[src/rtl/load_store_unit_if.sv]
// Bus-side handshake between the load/store unit (master) and the data memory (slave).
// A request is held on the bus until the slave answers with bus_ack.
interface load_store_unit_if;
  logic        bus_req;
  logic        bus_we;
  logic [31:0] bus_addr;
  logic [3:0]  bus_be;
  logic [31:0] bus_wdata;
  logic        bus_ack;
  logic [31:0] bus_rdata;

  modport master (
    output bus_req, bus_we, bus_addr, bus_be, bus_wdata,
    input  bus_ack, bus_rdata
  );

  modport slave (
    input  bus_req, bus_we, bus_addr, bus_be, bus_wdata,
    output bus_ack, bus_rdata
  );
endinterface

[src/rtl/load_store_unit.sv]
// Load/store unit: stalls the core while a single byte/half/word access runs on the bus.
// Illegal or timed-out accesses complete with AccessErr and a zero load result.
module load_store_unit #(
  parameter int TIMEOUT = 64
) (
  input  logic        clk,
  input  logic        reset,
  input  logic        MemRead,
  input  logic        MemWrite,
  input  logic [2:0]  Funct3,
  input  logic [31:0] ALUResult,
  input  logic [31:0] WriteData,
  output logic [31:0] ReadData,
  output logic        Stall,
  output logic        AccessErr,
  load_store_unit_if.master bus
);

  localparam int CW = $clog2(TIMEOUT + 1);

  typedef enum logic [1:0] {IDLE, BUS, DONE} state_t;

  state_t      state_reg;
  logic [CW-1:0] wait_cnt_reg;
  logic [1:0]  addr_lo_reg;
  logic [2:0]  funct3_reg;
  logic        we_reg;
  logic        bus_req_reg;
  logic [31:0] bus_addr_reg;
  logic [3:0]  bus_be_reg;
  logic [31:0] bus_wdata_reg;
  logic [31:0] read_data_reg;
  logic        access_err_reg;

  logic [31:0] wdata_fmt;
  logic [3:0]  be_fmt;
  logic [7:0]  rd_lane [4];
  logic [7:0]  byte_sel;
  logic [15:0] half_sel;
  logic [31:0] load_fmt;
  logic        misalign;
  logic        bad_load;
  logic        bad_store;
  logic        illegal;

  // Store data is replicated into every lane that could be enabled.
  genvar gi;
  generate
    for (gi = 0; gi < 4; gi++) begin : g_lane
      assign rd_lane[gi] = bus.bus_rdata[gi*8 +: 8];
      assign wdata_fmt[gi*8 +: 8] =
        (Funct3[1:0] == 2'b00) ? WriteData[7:0] :
        (Funct3[1:0] == 2'b01) ? WriteData[(gi % 2)*8 +: 8] :
                                 WriteData[gi*8 +: 8];
    end
  endgenerate

  always_comb begin
    be_fmt = 4'b1111;
    case (Funct3[1:0])
      2'b00:   be_fmt = 4'b0001 << ALUResult[1:0];
      2'b01:   be_fmt = ALUResult[1] ? 4'b1100 : 4'b0011;
      default: be_fmt = 4'b1111;
    endcase
  end

  always_comb begin
    misalign  = ((Funct3[1:0] == 2'b01) && ALUResult[0]) ||
                ((Funct3[1:0] == 2'b10) && (ALUResult[1:0] != 2'b00));
    bad_load  = (Funct3[1:0] == 2'b11) || (Funct3 == 3'b110);
    bad_store = Funct3[2] || (Funct3 == 3'b011);
    illegal   = (MemRead && MemWrite) || misalign ||
                (MemRead && bad_load) || (MemWrite && bad_store);
  end

  always_comb begin
    byte_sel = rd_lane[addr_lo_reg];
    half_sel = addr_lo_reg[1] ? bus.bus_rdata[31:16] : bus.bus_rdata[15:0];
    case (funct3_reg)
      3'b000:  load_fmt = {{24{byte_sel[7]}}, byte_sel};
      3'b001:  load_fmt = {{16{half_sel[15]}}, half_sel};
      3'b100:  load_fmt = {24'b0, byte_sel};
      3'b101:  load_fmt = {16'b0, half_sel};
      default: load_fmt = bus.bus_rdata;
    endcase
  end

  always_ff @(posedge clk) begin
    if (!reset) begin
      state_reg      <= IDLE;
      wait_cnt_reg   <= '0;
      addr_lo_reg    <= 2'b00;
      funct3_reg     <= 3'b000;
      we_reg         <= 1'b0;
      bus_req_reg    <= 1'b0;
      bus_addr_reg   <= 32'b0;
      bus_be_reg     <= 4'b0000;
      bus_wdata_reg  <= 32'b0;
      read_data_reg  <= 32'b0;
      access_err_reg <= 1'b0;
    end else begin
      case (state_reg)
        IDLE: begin
          access_err_reg <= 1'b0;
          if (MemRead || MemWrite) begin
            addr_lo_reg   <= ALUResult[1:0];
            funct3_reg    <= Funct3;
            we_reg        <= MemWrite;
            bus_addr_reg  <= {ALUResult[31:2], 2'b00};
            bus_be_reg    <= be_fmt;
            bus_wdata_reg <= wdata_fmt;
            wait_cnt_reg  <= '0;
            if (illegal) begin
              state_reg      <= DONE;
              access_err_reg <= 1'b1;
              read_data_reg  <= 32'b0;
            end else begin
              state_reg   <= BUS;
              bus_req_reg <= 1'b1;
            end
          end
        end
        BUS: begin
          // An ack in the final allowed cycle still wins over the timeout.
          if (bus.bus_ack) begin
            state_reg   <= DONE;
            bus_req_reg <= 1'b0;
            if (!we_reg) read_data_reg <= load_fmt;
          end else if (wait_cnt_reg == CW'(TIMEOUT - 1)) begin
            state_reg      <= DONE;
            bus_req_reg    <= 1'b0;
            access_err_reg <= 1'b1;
            read_data_reg  <= 32'b0;
          end else begin
            wait_cnt_reg <= wait_cnt_reg + CW'(1);
          end
        end
        DONE: begin
          state_reg      <= IDLE;
          access_err_reg <= 1'b0;
        end
        default: state_reg <= IDLE;
      endcase
    end
  end

  assign Stall = reset && (((state_reg == IDLE) && (MemRead || MemWrite)) ||
                           (state_reg == BUS));

  assign ReadData      = read_data_reg;
  assign AccessErr     = access_err_reg;
  assign bus.bus_req   = bus_req_reg;
  assign bus.bus_we    = we_reg;
  assign bus.bus_addr  = bus_addr_reg;
  assign bus.bus_be    = bus_be_reg;
  assign bus.bus_wdata = bus_wdata_reg;

endmodule

[src/flat_wrapper.sv]
// flat-port wrapper written by rule: the top's interface ports become plain ports
module load_store_unit_flat 
#(
  parameter int TIMEOUT = 64
)
  (clk, reset, MemRead, MemWrite, Funct3, ALUResult, WriteData, ReadData, Stall, AccessErr, bus_bus_req, bus_bus_we, bus_bus_addr, bus_bus_be, bus_bus_wdata, bus_bus_ack, bus_bus_rdata);
  load_store_unit_if bus_i ();
  input  logic clk;
  input  logic reset;
  input  logic MemRead;
  input  logic MemWrite;
  input  logic [2:0] Funct3;
  input  logic [31:0] ALUResult;
  input  logic [31:0] WriteData;
  output logic [31:0] ReadData;
  output logic Stall;
  output logic AccessErr;
  output wire logic [$bits(bus_i.bus_req)-1:0] bus_bus_req;
  output wire logic [$bits(bus_i.bus_we)-1:0] bus_bus_we;
  output wire logic [$bits(bus_i.bus_addr)-1:0] bus_bus_addr;
  output wire logic [$bits(bus_i.bus_be)-1:0] bus_bus_be;
  output wire logic [$bits(bus_i.bus_wdata)-1:0] bus_bus_wdata;
  input wire logic [$bits(bus_i.bus_ack)-1:0] bus_bus_ack;
  input wire logic [$bits(bus_i.bus_rdata)-1:0] bus_bus_rdata;
  assign bus_bus_req = bus_i.bus_req;
  assign bus_bus_we = bus_i.bus_we;
  assign bus_bus_addr = bus_i.bus_addr;
  assign bus_bus_be = bus_i.bus_be;
  assign bus_bus_wdata = bus_i.bus_wdata;
  assign bus_i.bus_ack = bus_bus_ack;
  assign bus_i.bus_rdata = bus_bus_rdata;
  load_store_unit #(.TIMEOUT(TIMEOUT)) u_core (.clk(clk), .reset(reset), .MemRead(MemRead), .MemWrite(MemWrite), .Funct3(Funct3), .ALUResult(ALUResult), .WriteData(WriteData), .ReadData(ReadData), .Stall(Stall), .AccessErr(AccessErr), .bus(bus_i));
endmodule
[config.mk]
export PLATFORM = sky130hd
export DESIGN_NAME = load_store_unit_flat
export DESIGN_NICKNAME = d
export VERILOG_FILES = /design/src/rtl/load_store_unit_if.sv /design/src/rtl/load_store_unit.sv /design/src/flat_wrapper.sv
export SDC_FILE = /design/constraint.sdc
export NUM_CORES = 1
export LEC_CHECK = 0
export ABC_CLOCK_PERIOD_IN_PS = 6050
export CORE_ASPECT_RATIO = 0.7
export CORE_MARGIN = 2
export CORE_UTILIZATION = 48
export CTS_CLUSTER_DIAMETER = 60
export CTS_CLUSTER_SIZE = 40
export DETAILED_ROUTE_END_ITERATION = 6
export GPL_TIMING_DRIVEN = 0
export PLACE_DENSITY = 0.86
export SLEW_MARGIN = 25
export SYNTH_ARGS = -nofsm -noshare
export SYNTH_HDL_FRONTEND = slang
export SYNTH_SLANG_ARGS = --single-unit
[constraint.sdc]
create_clock -name clk -period 6.05 [get_ports clk]
set_clock_uncertainty 0.15 [all_clocks]
set_input_delay 0.605 -clock clk [delete_from_list [all_inputs] [get_ports clk]]
set_output_delay 0.605 -clock clk [all_outputs]
set_load 0.05 [all_outputs]
==> impl_metrics.ini <==
[outcome]
outcome = finished, final reports clean

[cells_and_area]
post-route-util = 0.7536
drive_gt1_frac = 0.05618
nets = 985
n_antenna_cell = 0
syn2layout_area_growth_pct = 51.92
postLayoutCellArea_um2 = 8358

[timing]
fmax_ghz = 0.2525
rsz0062_at_grt = false
relSlewSlack = 0.2337
finalSetupViolCount = 0
tightest_slew_ns = 1.140
drv_slew = 0
finalCritPeriodShare = 0.6546
tns_ns = 0
hold_viol = 0
fin_hold_ws_ns = 0.3093
period_minus_slack_ns = 3.960

[drt]
wirelength_um = 18280
wl_per_cell_um = 17.53
num_vias = 5815
drcViolationCount = 0
route.antenna.remaining_nets = 0
drt-initial-drc-count = 577
drt_first_pass_iters = 7
vias_per_cell = 5.575

[floorplan]
coreArea_um2 = 11090
dieArea_um2 = 12350
ios = 208
num_rows = 32
die_y_um = 93.57
start_util = 0.4961
fp.dieW_um = 132.0

[power_and_ir_drop]
power_density_nw_per_um2 = 323.8
total_power_uw = 2706
ir_worst_vdd_mv = 0.2499
power.leakage_uw = 0.003377

[setup_path]
crit_type = in -> out
slowest_stage = clkdlybuf4s50_1
worstPathMaxFanout = 10
cp.arrival_ns = 3.21
cpPeakStageDelay_ns = 0.75
crit_chain = clkdlybuf4s50_1 -> o21ai_2 -> clkbuf_1 -> clkbuf_1 -> a21boi_0 -> clkdlybuf4s50_1
start_kind = input pin
critPathRequiredTime_ns = 5.29
endpoint_kind = primary output

[clocking]
postCtsHoldBufs = 0
clock_path_buffers = 2
clock_latency_ns = 0.41
cts_root_buf = clkbuf_16
cts_buffers = 17
cts_tree = yes
postCtsSetupBuffers = 0
clock_sinks = 115
clkTransAtPathRegs_ns = 0.05
h-tree-depth = 4
post_cts_resized = 0

[synthesis]
yosys_warnings = 0
synth_edf_count = 0
syn_avg_cell_area_um2 = 8.412
synth_xor_xnor_area_share = 0.001592
yosys-top-cells-area = dfxtp_1 42%, nand2_1 12%, mux2i_1 11%, a21boi_0 7.2%, o21ai_0 5.5%
synth_compound_gate_area_share = 0.2447
synthMuxAreaShare = 0.1055
yosys.area_share.simple = 0.1624
synthCells = 654
synth_ff_type = dfxtp_1
synth_top_family_by_area = compound AO/OA/AOI/OAI gates
async_flop_share = 0
synth_cell_types = 52
synth_top_area_frac = 0.4185
yosysSeqAreaShare = 0.4185
yosys.area.top_type = dfxtp_1
syn_area_um2 = 5502
ys_seq_elements = 115
synthAdderAreaFrac = 0.009097

[placed_design]
placed_area_um2 = 7729
hpwl_um = 13540
port_buffers = 203
gp_congestion = 0.9305

[global_route]
antenna_found_initial = 0
grt_max_degree = 17
track_usage = 0.2921
grt_pass1_vias = 5655
grt-ovfl-total = 0
grt_first_pass_wirelength_um = 28370

[job]
drv_cap = 0

[min_path]
hold_class = reg -> reg
## report_power, final
part	switching (µW)	total, µW	internal, µW
Sequential	40.6	865	824
Clock	346	1070	720
Combinational	491	776	285
Total	877	2710	1830
## final cells by class
class | instances | area (µm²)
multi-input cells | 473 | 2887
fillers | 785 | 2733
flip-flops and latches | 115 | 2302
repair buffers | 203 | 2032
clock buffers | 23 | 478.0
plain buffers | 51 | 256.5
well taps | 153 | 191.4
clock inverters | 9 | 151.4
inverters | 16 | 60.06
## cell families (layout without fill, tap and decap cells)
| kind of cell | after synthesis | after routing |
|---|---|---|
| AOI/OAI and AO/OA | 192 | 192 |
| muxes | 58 | 58 |
| and+or+nand+nor | 216 | 216 |
| adders and majority gates | 4 | 4 |
| other | 1 | 2 |
| DFF | 115 | 115 |
| buffers and inverters | 67 | 302 |
| xor gates and xnor gates | 1 | 1 |
## stage by stage
stage,setup WS (ns),instances
after floorplan,2.969,655
after global placement,2.171,1011
after detailed placement,2.133,1011
after CTS,2.118,1043
after global routing,1.964,1043
final,2.090,1043
## Yosys cell counts, types with 2 or more instances
| master | number |
|---|---|
| a22oi_1 | 7 |
| o211a_1 | 16 |
| nand2b_1 | 2 |
| a21oi_1 | 15 |
| nor2b_1 | 5 |
| dfxtp_1 | 115 |
| a21boi_1 | 4 |
| buf_1 | 3 |
| buf_12 | 3 |
| clkbuf_1 | 38 |
| buf_4 | 3 |
| or4_4 | 2 |
| and3_1 | 2 |
| o31ai_1 | 2 |
| mux2i_1 | 58 |
| ha_1 | 4 |
| nand2_1 | 172 |
| or3_1 | 4 |
| a31oi_1 | 2 |
| inv_1 | 16 |
| nand3_1 | 12 |
| buf_2 | 3 |
| o21bai_1 | 8 |
| o211ai_1 | 8 |
| nor2_1 | 12 |
| o21ai_0 | 60 |
| a21boi_0 | 53 |
## layer usage
metal	wire length, µm	part of all wire	global-route usage
met4	492	0.027	0.1150
met5	0	0	0
met1	7519	0.41	0.3532
met2	8286	0.45	0.4688
met3	1981	0.11	0.1160
## worst max-delay path: cells and delay by family
kind / cells / cell delay (ns)
buffers and inverters: 4 / 2.15
AO/OA/AOI/OAI: 2 / 0.45
## final timing paths
path              slack [ns]                  endpoint  depth (start not counted)                   start
setup / recovery        2.09                     Stall                          6                 MemRead
hold / removal          0.31    u_core.wait_cnt_reg[6]                          2  u_core.wait_cnt_reg[6]
setup reg to reg        3.58  u_core.bus.bus_wdata[11]                          7     u_core.state_reg[0]
hold reg to reg         0.31    u_core.wait_cnt_reg[6]                          2  u_core.wait_cnt_reg[6]
## layout by cell type (no fill, tap or decap), types with 4 or more instances in the layout
master and instances:
clkbuf_16 17, o211a_1 16, or3_1 4, nor2b_1 5, ha_1 4, clkdlybuf4s50_1 203, mux2i_1 58, o211ai_1 8
inv_1 16, nand2_1 172, a21boi_0 53, o21bai_1 8, o21ai_0 60, a21boi_1 4, a22oi_1 7, nor2_1 12
a21oi_1 15, bufinv_16 4, clkbuf_1 41, nand3_1 12, dfxtp_1 115
Note: power is estimated with default switching activity, not from simulation.
